[src/rtl/dmem_arb_pkg.sv]
// Shared types and funct3 size/sign codes for the data-memory arbiter
// and the blocks that talk to it.
package dmem_arb_pkg;

    typedef enum logic [1:0] {
        IDLE   = 2'd0,
        ACCESS = 2'd1,
        RESP   = 2'd2
    } arb_state_t;

    localparam logic [2:0] LB  = 3'b000;
    localparam logic [2:0] LH  = 3'b001;
    localparam logic [2:0] LW  = 3'b010;
    localparam logic [2:0] LBU = 3'b100;
    localparam logic [2:0] LHU = 3'b101;
    localparam logic [2:0] SB  = 3'b000;
    localparam logic [2:0] SH  = 3'b001;
    localparam logic [2:0] SW  = 3'b010;

endpackage

[src/rtl/dmem_arbiter_if.sv]
// Requester and memory-side signal bundle of dmem_arbiter; the arbiter
// uses the slave modport, the environment (requesters + memory) the master.
interface dmem_arb_if #(
    parameter int ADDRESS_WIDTH = 32,
    parameter int DATA_WIDTH    = 32
);
    logic                     p0_req;
    logic                     p0_we;
    logic [ADDRESS_WIDTH-1:0] p0_addr;
    logic [DATA_WIDTH-1:0]    p0_wdata;
    logic [2:0]               p0_funct3;
    logic                     p0_gnt;
    logic                     p0_done;
    logic [DATA_WIDTH-1:0]    p0_rdata;

    logic                     p1_req;
    logic                     p1_we;
    logic [ADDRESS_WIDTH-1:0] p1_addr;
    logic [DATA_WIDTH-1:0]    p1_wdata;
    logic [2:0]               p1_funct3;
    logic                     p1_gnt;
    logic                     p1_done;
    logic [DATA_WIDTH-1:0]    p1_rdata;

    logic                     mem_wr_en;
    logic [ADDRESS_WIDTH-1:0] mem_addr;
    logic [DATA_WIDTH-1:0]    mem_wdata;
    logic [2:0]               mem_funct3;
    logic [DATA_WIDTH-1:0]    mem_rdata;
    logic                     busy;

    modport master (
        output p0_req, p0_we, p0_addr, p0_wdata, p0_funct3,
        output p1_req, p1_we, p1_addr, p1_wdata, p1_funct3,
        output mem_rdata,
        input  p0_gnt, p0_done, p0_rdata, p1_gnt, p1_done, p1_rdata,
        input  mem_wr_en, mem_addr, mem_wdata, mem_funct3, busy
    );

    modport slave (
        input  p0_req, p0_we, p0_addr, p0_wdata, p0_funct3,
        input  p1_req, p1_we, p1_addr, p1_wdata, p1_funct3,
        input  mem_rdata,
        output p0_gnt, p0_done, p0_rdata, p1_gnt, p1_done, p1_rdata,
        output mem_wr_en, mem_addr, mem_wdata, mem_funct3, busy
    );

endinterface

[src/rtl/dmem_rr_pick.sv]
// Combinational two-way winner select: on a tie the requester that was
// not granted last wins; a single request always wins.
module dmem_rr_pick (
    input  logic req0,
    input  logic req1,
    input  logic last_gnt,
    output logic valid,
    output logic id
);

    // winner decode
    always_comb begin
        valid = req0 | req1;
        if (req0 && req1) begin
            id = ~last_gnt;
        end else if (req1) begin
            id = 1'b1;
        end else begin
            id = 1'b0;
        end
    end

endmodule

[src/rtl/dmem_arbiter.sv]
// Two-port data-memory arbiter: IDLE -> ACCESS -> RESP per access.
// Define DMEM_ARB_RR_EN for round-robin ties; default build is fixed priority (p0 wins).
module dmem_arbiter
    import dmem_arb_pkg::*;
#(
    parameter int ADDRESS_WIDTH = 32,
    parameter int DATA_WIDTH    = 32
) (
    input  logic        clk,
    input  logic        rst,
    dmem_arb_if.slave   bus
);

    arb_state_t               state_r;
    logic                     cmd_id_r;
    logic                     cmd_we_r;
    logic [ADDRESS_WIDTH-1:0] cmd_addr_r;
    logic [DATA_WIDTH-1:0]    cmd_wdata_r;
    logic [2:0]               cmd_funct3_r;
    logic [DATA_WIDTH-1:0]    rdata_r;

    logic last_gnt_s;
    logic pick_valid_s;
    logic pick_id_s;

`ifdef DMEM_ARB_RR_EN
    logic last_gnt_r;

    // round-robin pointer: remembers the id granted on every exit from IDLE
    always_ff @(posedge clk) begin
        if (rst) begin
            last_gnt_r <= 1'b1;
        end else if ((state_r == IDLE) && pick_valid_s) begin
            last_gnt_r <= pick_id_s;
        end else begin
            last_gnt_r <= last_gnt_r;
        end
    end

    assign last_gnt_s = last_gnt_r;
`else
    assign last_gnt_s = 1'b1;
`endif

    dmem_rr_pick u_pick (
        .req0     (bus.p0_req),
        .req1     (bus.p1_req),
        .last_gnt (last_gnt_s),
        .valid    (pick_valid_s),
        .id       (pick_id_s)
    );

    // sequencer FSM, command latch and read-data capture
    always_ff @(posedge clk) begin
        if (rst) begin
            state_r      <= IDLE;
            cmd_id_r     <= 1'b0;
            cmd_we_r     <= 1'b0;
            cmd_addr_r   <= {ADDRESS_WIDTH{1'b0}};
            cmd_wdata_r  <= {DATA_WIDTH{1'b0}};
            cmd_funct3_r <= 3'b000;
            rdata_r      <= {DATA_WIDTH{1'b0}};
        end else begin
            case (state_r)
                IDLE: begin
                    if (pick_valid_s) begin
                        state_r      <= ACCESS;
                        cmd_id_r     <= pick_id_s;
                        cmd_we_r     <= pick_id_s ? bus.p1_we     : bus.p0_we;
                        cmd_addr_r   <= pick_id_s ? bus.p1_addr   : bus.p0_addr;
                        cmd_wdata_r  <= pick_id_s ? bus.p1_wdata  : bus.p0_wdata;
                        cmd_funct3_r <= pick_id_s ? bus.p1_funct3 : bus.p0_funct3;
                    end else begin
                        state_r <= IDLE;
                    end
                end
                ACCESS: begin
                    // stores return zero so a stale load value never leaks out
                    rdata_r <= cmd_we_r ? {DATA_WIDTH{1'b0}} : bus.mem_rdata;
                    state_r <= RESP;
                end
                RESP: begin
                    state_r <= IDLE;
                end
                default: begin
                    state_r <= IDLE;
                end
            endcase
        end
    end

    // output decode from state and command registers; rst gates the write strobe
    always_comb begin
        bus.p0_gnt     = 1'b0;
        bus.p1_gnt     = 1'b0;
        bus.p0_done    = 1'b0;
        bus.p1_done    = 1'b0;
        bus.p0_rdata   = {DATA_WIDTH{1'b0}};
        bus.p1_rdata   = {DATA_WIDTH{1'b0}};
        bus.mem_wr_en  = 1'b0;
        bus.mem_addr   = {ADDRESS_WIDTH{1'b0}};
        bus.mem_wdata  = {DATA_WIDTH{1'b0}};
        bus.mem_funct3 = 3'b000;
        case (state_r)
            ACCESS: begin
                bus.p0_gnt     = ~cmd_id_r;
                bus.p1_gnt     = cmd_id_r;
                bus.mem_wr_en  = cmd_we_r & ~rst;
                bus.mem_addr   = cmd_addr_r;
                bus.mem_wdata  = cmd_wdata_r;
                bus.mem_funct3 = cmd_funct3_r;
            end
            RESP: begin
                bus.p0_done = ~cmd_id_r;
                bus.p1_done = cmd_id_r;
                if (cmd_id_r) begin
                    bus.p1_rdata = rdata_r;
                end else begin
                    bus.p0_rdata = rdata_r;
                end
            end
            default: begin
            end
        endcase
        bus.busy = (state_r != IDLE);
    end

endmodule
[src/flat_wrapper.sv]
// flat-port wrapper written by rule: the top's interface ports become plain ports
module dmem_arbiter_flat import dmem_arb_pkg::*;
#(
    parameter int ADDRESS_WIDTH = 32,
    parameter int DATA_WIDTH    = 32
)
  (clk, rst, bus_p0_req, bus_p0_we, bus_p0_addr, bus_p0_wdata, bus_p0_funct3, bus_p1_req, bus_p1_we, bus_p1_addr, bus_p1_wdata, bus_p1_funct3, bus_mem_rdata, bus_p0_gnt, bus_p0_done, bus_p0_rdata, bus_p1_gnt, bus_p1_done, bus_p1_rdata, bus_mem_wr_en, bus_mem_addr, bus_mem_wdata, bus_mem_funct3, bus_busy);
  dmem_arb_if #(.ADDRESS_WIDTH(ADDRESS_WIDTH), .DATA_WIDTH(DATA_WIDTH)) bus_i ();
  input  logic clk;
  input  logic rst;
  input wire logic [$bits(bus_i.p0_req)-1:0] bus_p0_req;
  input wire logic [$bits(bus_i.p0_we)-1:0] bus_p0_we;
  input wire logic [$bits(bus_i.p0_addr)-1:0] bus_p0_addr;
  input wire logic [$bits(bus_i.p0_wdata)-1:0] bus_p0_wdata;
  input wire logic [$bits(bus_i.p0_funct3)-1:0] bus_p0_funct3;
  input wire logic [$bits(bus_i.p1_req)-1:0] bus_p1_req;
  input wire logic [$bits(bus_i.p1_we)-1:0] bus_p1_we;
  input wire logic [$bits(bus_i.p1_addr)-1:0] bus_p1_addr;
  input wire logic [$bits(bus_i.p1_wdata)-1:0] bus_p1_wdata;
  input wire logic [$bits(bus_i.p1_funct3)-1:0] bus_p1_funct3;
  input wire logic [$bits(bus_i.mem_rdata)-1:0] bus_mem_rdata;
  output wire logic [$bits(bus_i.p0_gnt)-1:0] bus_p0_gnt;
  output wire logic [$bits(bus_i.p0_done)-1:0] bus_p0_done;
  output wire logic [$bits(bus_i.p0_rdata)-1:0] bus_p0_rdata;
  output wire logic [$bits(bus_i.p1_gnt)-1:0] bus_p1_gnt;
  output wire logic [$bits(bus_i.p1_done)-1:0] bus_p1_done;
  output wire logic [$bits(bus_i.p1_rdata)-1:0] bus_p1_rdata;
  output wire logic [$bits(bus_i.mem_wr_en)-1:0] bus_mem_wr_en;
  output wire logic [$bits(bus_i.mem_addr)-1:0] bus_mem_addr;
  output wire logic [$bits(bus_i.mem_wdata)-1:0] bus_mem_wdata;
  output wire logic [$bits(bus_i.mem_funct3)-1:0] bus_mem_funct3;
  output wire logic [$bits(bus_i.busy)-1:0] bus_busy;
  assign bus_i.p0_req = bus_p0_req;
  assign bus_i.p0_we = bus_p0_we;
  assign bus_i.p0_addr = bus_p0_addr;
  assign bus_i.p0_wdata = bus_p0_wdata;
  assign bus_i.p0_funct3 = bus_p0_funct3;
  assign bus_i.p1_req = bus_p1_req;
  assign bus_i.p1_we = bus_p1_we;
  assign bus_i.p1_addr = bus_p1_addr;
  assign bus_i.p1_wdata = bus_p1_wdata;
  assign bus_i.p1_funct3 = bus_p1_funct3;
  assign bus_i.mem_rdata = bus_mem_rdata;
  assign bus_p0_gnt = bus_i.p0_gnt;
  assign bus_p0_done = bus_i.p0_done;
  assign bus_p0_rdata = bus_i.p0_rdata;
  assign bus_p1_gnt = bus_i.p1_gnt;
  assign bus_p1_done = bus_i.p1_done;
  assign bus_p1_rdata = bus_i.p1_rdata;
  assign bus_mem_wr_en = bus_i.mem_wr_en;
  assign bus_mem_addr = bus_i.mem_addr;
  assign bus_mem_wdata = bus_i.mem_wdata;
  assign bus_mem_funct3 = bus_i.mem_funct3;
  assign bus_busy = bus_i.busy;
  dmem_arbiter #(.ADDRESS_WIDTH(ADDRESS_WIDTH), .DATA_WIDTH(DATA_WIDTH)) u_core (.clk(clk), .rst(rst), .bus(bus_i));
endmodule
[config.mk]
export PLATFORM = sky130hd
export DESIGN_NAME = dmem_arbiter_flat
export DESIGN_NICKNAME = d
export VERILOG_FILES = /design/src/rtl/dmem_arb_pkg.sv /design/src/rtl/dmem_arbiter_if.sv /design/src/rtl/dmem_rr_pick.sv /design/src/rtl/dmem_arbiter.sv /design/src/flat_wrapper.sv
export SDC_FILE = /design/constraint.sdc
export NUM_CORES = 1
export LEC_CHECK = 0
export BUFFER_PORTS_ARGS = -buffer_cell sky130_fd_sc_hd__buf_2
export CAP_MARGIN = 40
export CORE_MARGIN = 10
export CORE_UTILIZATION = 40
export CTS_CLUSTER_SIZE = 14
export DETAILED_ROUTE_END_ITERATION = 12
export GPL_ROUTABILITY_DRIVEN = 0
export HOLD_SLACK_MARGIN = 0.02
export PLACE_DENSITY = 0.78
export SKIP_LAST_GASP = 1
export SLEW_MARGIN = 25
export SYNTH_ARGS = -nofsm -noshare
export SYNTH_HDL_FRONTEND = slang
export SYNTH_SLANG_ARGS = --single-unit
[constraint.sdc]
create_clock -name clk -period 1.7 [get_ports clk]
set_input_delay 0.085 -clock clk [delete_from_list [all_inputs] [get_ports clk]]
set_output_delay 0.085 -clock clk [all_outputs]
set_load 0.02 [all_outputs]
# [Word-level counts from Yosys, hierarchy flattened]
# Index checks and enable logic that the tools add are counted.
[classes] n_eq_ne=2 n_mux=21 bitwise_logic=4 n_reduce_logical=4
[op_table] op="32-bit two-way mux" count=9
[op_table] op="1-bit two-way mux" count=9
[op_table] op="3-bit two-way mux" count=2
[op_table] op="2-bit one-hot mux with 2 select lines" count=1
[op_table] op="2-bit by 1-bit equality test with 1-bit output, second input constant" count=1
[op_table] op="2-bit equality test, second input constant" count=1
[op_table] op="2-bit logical NOT" count=1
[op_table] op="1-bit inverter" count=2
[op_table] op="2-bit AND reduction" count=1
[op_table] op="2-bit nonzero test" count=1
[op_table] op="1-bit AND" count=1
[op_table] op="1-bit logical AND" count=1
[op_table] op="1-bit bitwise OR" count=1
[word_totals] reg_bits=103 inputBits=172 out_inout_bits=137 elab_cells=38

# [Longest topological paths before layout]
[depth] depth_word=3 ltp_mapped=6 ltp_nobuf=4

# [By module]
# Synthesis repeated with hierarchy kept, for this count alone.
[unflattened] cells_unflattened=544 area_unflattened_um2=5163.7
[modules_own_cells] mod="dmem_arbiter" instances=1 cells_each=542 area_each_um2=5149.9 seq_area_each_um2=2062.0
[modules_own_cells] mod="dmem_rr_pick" instances=1 cells_each=2 area_each_um2=13.8 seq_area_each_um2=0.0

# [Worst setup path before layout]
# OpenSTA, ideal clock, no wires.
[synth_path] path_type="reg2out" from="reg u_core.state_r[1]" to="out bus_p0_rdata[22]" arrival_ns=1.304 required_time_ns=1.615 path_slack_ns=0.311 path_stages_with_launch=4 n_path_buf=1 path_cell_list="dfxtp_1 > nor3b_2 > clkbuf_1 > and2_1"
[synth_between] elab_chain_len=2
[synth_lines] element="start: declaration" line_no="dmem_arbiter.sv:14" rtl="arb_state_t state_r;"
[synth_lines] element="start signal: assignment" line_no="dmem_arbiter.sv:56" rtl="state_r <= IDLE;"
[synth_lines] element="start signal: assignment" line_no="dmem_arbiter.sv:67" rtl="state_r <= ACCESS;"
[synth_lines] element="start signal: assignment" line_no="dmem_arbiter.sv:74" rtl="state_r <= IDLE;"
[synth_lines] element="2-bit equality test" line_no="dmem_arbiter.sv:104" rtl="case (state_r)"
[synth_lines] element="32-bit two-way mux" line_no="dmem_arbiter.sv:104"
[synth_lines] element="end: declaration" line_no="flat_wrapper.sv:24" rtl="output wire logic [$bits(bus_i.p0_rdata)-1:0] bus_p0_rdata;"
# Every way passes these cells.

# [Worst setup path in the final report]
[layout_path] from="reg u_core.state_r[1]" to="out bus_mem_addr[1]"
[layout_between] elab_chain_len=2
[layout_lines] element="2-bit by 1-bit equality test with 1-bit output" line_no="dmem_arbiter.sv:104"
[layout_lines] element="32-bit two-way mux" line_no="dmem_arbiter.sv:104"
[layout_lines] element="end: declaration" line_no="flat_wrapper.sv:29" rtl="output wire logic [$bits(bus_i.mem_addr)-1:0] bus_mem_addr;"
# Every way passes these cells.

==> flow_summary.toml <==
[power_and_ir_drop]
switching_share = 0.296
power.switching_uw = 1890
clockPowerShare = 0.303
power_density_mw_per_mm2 = 739
leakage_uw = 0.00422
seq_power_share = 0.441
pwr-share-comb = 0.257
power.internal_uw = 4490
ir_drop_uv = 437

[timing]
final_max_slew_viol_count = 0
grt_setup_unrepaired = "true"
min_period_ps = 1650
setup_slack_ps = 52.5
hold_viol = 0
setup-violations-final = 0
fin_skew_ps = 6.86
maxSlewHeadroom = 0.501
fmax_mhz = 607
timing.final.crit_share = 0.969
worst_pin_slew_ps = 749

[floorplan]
core-area_mm2 = 0.0122
start_util = 0.414
die_h_um = 132
ios = 309
die_w_um = 132
num_rows = 40
dieArea_mm2 = 0.0175

[critical_path]
crit_type = "flop to output port"
slowest_stage = "dfxtp_2"
start_kind = "flop"
max_stage_delay_ps = 340
crit_chain = "and2b_2 -> buf_12 -> and2_1 -> buf_2"
end_kind = "output port"
critPathBufInv = 2
cp_data_arrival_time_ps = 1560
crit_family = "simple AND/OR/NAND/NOR gates"
cp_max_fo = 39
cp.required_ps = 1620

[final_layout]
postLayoutCoreUtil = 0.710
area_growth_pct = 71.3
nets = 1228
fillers = 817
fin_area_mm2 = 0.00863
drive_gt1_frac = 0.330

[cts]
cts_buffers = 9
clkTransAtPathRegs_ps = 70
post-cts-setup-buffer-count = 0
htreeDepth = 3
cts_sinks = 103
ctsLongestPathBuffers = 2
cts_tree = "built"
cts_root_buffer = "clkbuf_16"
insertion_delay_ps = 350

[logic_synthesis]
synth-async-reset-ratio = 0
synth_flop_cell = "dfxtp_1"
syn_area_mm2 = 0.00504
yosysWarnings = 0
mappedNetlistNets = 796
synth_edf_count = 0
ys_ff_latch = 103
synth.distinct_cells = 23
synth_most_common_cell = "nand2_1"
syn_area_per_cell_um2 = 8.08
synth_cells = 624
synth_top_area_cell = "dfxtp_1"
ys_top_cells_by_area = "dfxtp_1 41%, and2_1 17%, a311oi_1 12%"
yosys-top-cells-count = "137 x nand2_1, 133 x and2_1, 103 x dfxtp_1"
seq_area_frac_synth = 0.409
synth_top_area_frac = 0.409

[routing]
drt-wirelength-per-cell_um = 20.1
vias_per_cell = 5.49
postRouteAntennaNets = 0
initialDrtViolationCount = 534
drc = 0
first_pass_iters = 5
wirelength_um = 24800
num_vias = 6773

[worst_hold_path]
hold_class = "input port to flop"

[job]
cap_violations = 0

[grt]
grt_start_max_net_pins = 69
grt_usage = 0.268
grt_overflow = 0
antenna_found_initial = 5
first_global_vias = 7031
grt_pass1_wl_um = 38600

[outcome]
outcome = "complete, no violations"

[place]
placed_cell_area_mm2 = 0.00670
dp_hpwl_um = 14200
io_buffers = 308
dp_slack_ps = 198
==> power by group through the flow <==
stage | clock, uW | combinational [uW] | sequential [uW]
after CTS | 1970 | 1550 | 2790
after global placement | 0 | 1220 | 2830
after detailed placement | 0 | 1240 | 2840
final | 1930 | 1640 | 2810
after global routing | 2040 | 1750 | 2830
after floorplan | 0 | 788 | 2790
==> registers in the layout, indices dropped and copies added, names as in the netlist <==
signal / count
u_core.cmd_addr_r: 32
u_core.cmd_funct3_r: 3
u_core.cmd_id_r: 1
u_core.cmd_wdata_r: 32
u_core.cmd_we_r: 1
u_core.rdata_r: 32
u_core.state_r: 2
==> kinds of logic (layout without fill, tap and decap cells) <==
logic type,after synthesis,count (layout),synth area share
AO/OA/AOI/OAI,170,170,0.243
AND/OR/NAND/NOR,285,285,0.288
other,0,7,0
buffers and inverters,66,501,0.0598
flip-flops,103,103,0.409
==> cells in the final DEF (no fill, tap or decap), types with 2 or more instances in the layout <==
| cell | count |
|---|---|
| clkbuf_8 | 2 |
| diode_2 | 7 |
| and2_1 | 133 |
| a22o_1 | 32 |
| nand2_1 | 137 |
| a21oi_1 | 69 |
| nor2_4 | 2 |
| buf_2 | 308 |
| dlygate4sd3_1 | 162 |
| nor2_1 | 3 |
| clkbuf_1 | 2 |
| dfxtp_2 | 3 |
| buf_4 | 8 |
| clkbuf_16 | 9 |
| dfxtp_1 | 100 |
| a311oi_1 | 68 |
| buf_12 | 6 |
==> worst register-to-register path: cells and delay by family, from the launching register on <==
| family | cells | cell delay (ps) |
|---|---|---|
| compound gates | 2 | 520 |
| buf+inv | 1 | 380 |
| flops | 1 | 340 |
| simple gates | 1 | 160 |
==> area by class of cell <==
cell class              count  area (um^2)  area share
clock buffers              13          260      0.0302
multi-input cells         455         2700       0.313
diodes                      7         17.5     0.00203
repair buffers            486         3370       0.390
clock inverters             1         5.00    0.000580
well taps                 168          210      0.0244
flip-flops and latches    103         2070       0.239
inverters                   1         3.75    0.000435
==> through the flow <==
stage                     std cells  setup TNS [ps]  total power (uW)  hold slack [ps]
after global routing           1232           -13.1              6610             29.5
after global placement         1051               0              4050              294
after floorplan                 624               0              3580              211
final                          1234               0              6380             22.0
after CTS                      1227               0              6300             20.8
after detailed placement       1051               0              4080              298
==> routing by layer <==
metal / global-route usage / routed length [um] / up-vias
li1: - / - / 3039
met1: 0.287 / 8740 / 3057
met2: 0.441 / 11500 / 566
met3: 0.104 / 3150 / 111
met4: 0.156 / 1400 / 0
met5: 0 / 0 / -
==> what timing repair did <==
action | in CTS | in global routing
endpoints found under the hold margin | 100 | 0
hold buffers | 162 | 0
setup endpoints to repair | 46 | 47
gates resized for setup | 4 | 5
==> final timing paths <==
path / startpoint / to / slack, ps / depth (start not counted)
setup / recovery: u_core.state_r[1] / bus_mem_addr[1] / 50 / 4
hold / removal: bus_p0_we / u_core.cmd_we_r / 20 / 3
setup reg to reg: u_core.state_r[1] / u_core.cmd_addr_r[31] / 190 / 4
hold reg to reg: u_core.rdata_r[7] / u_core.rdata_r[7] / 490 / 1
Power figures use the tool's default switching activity.
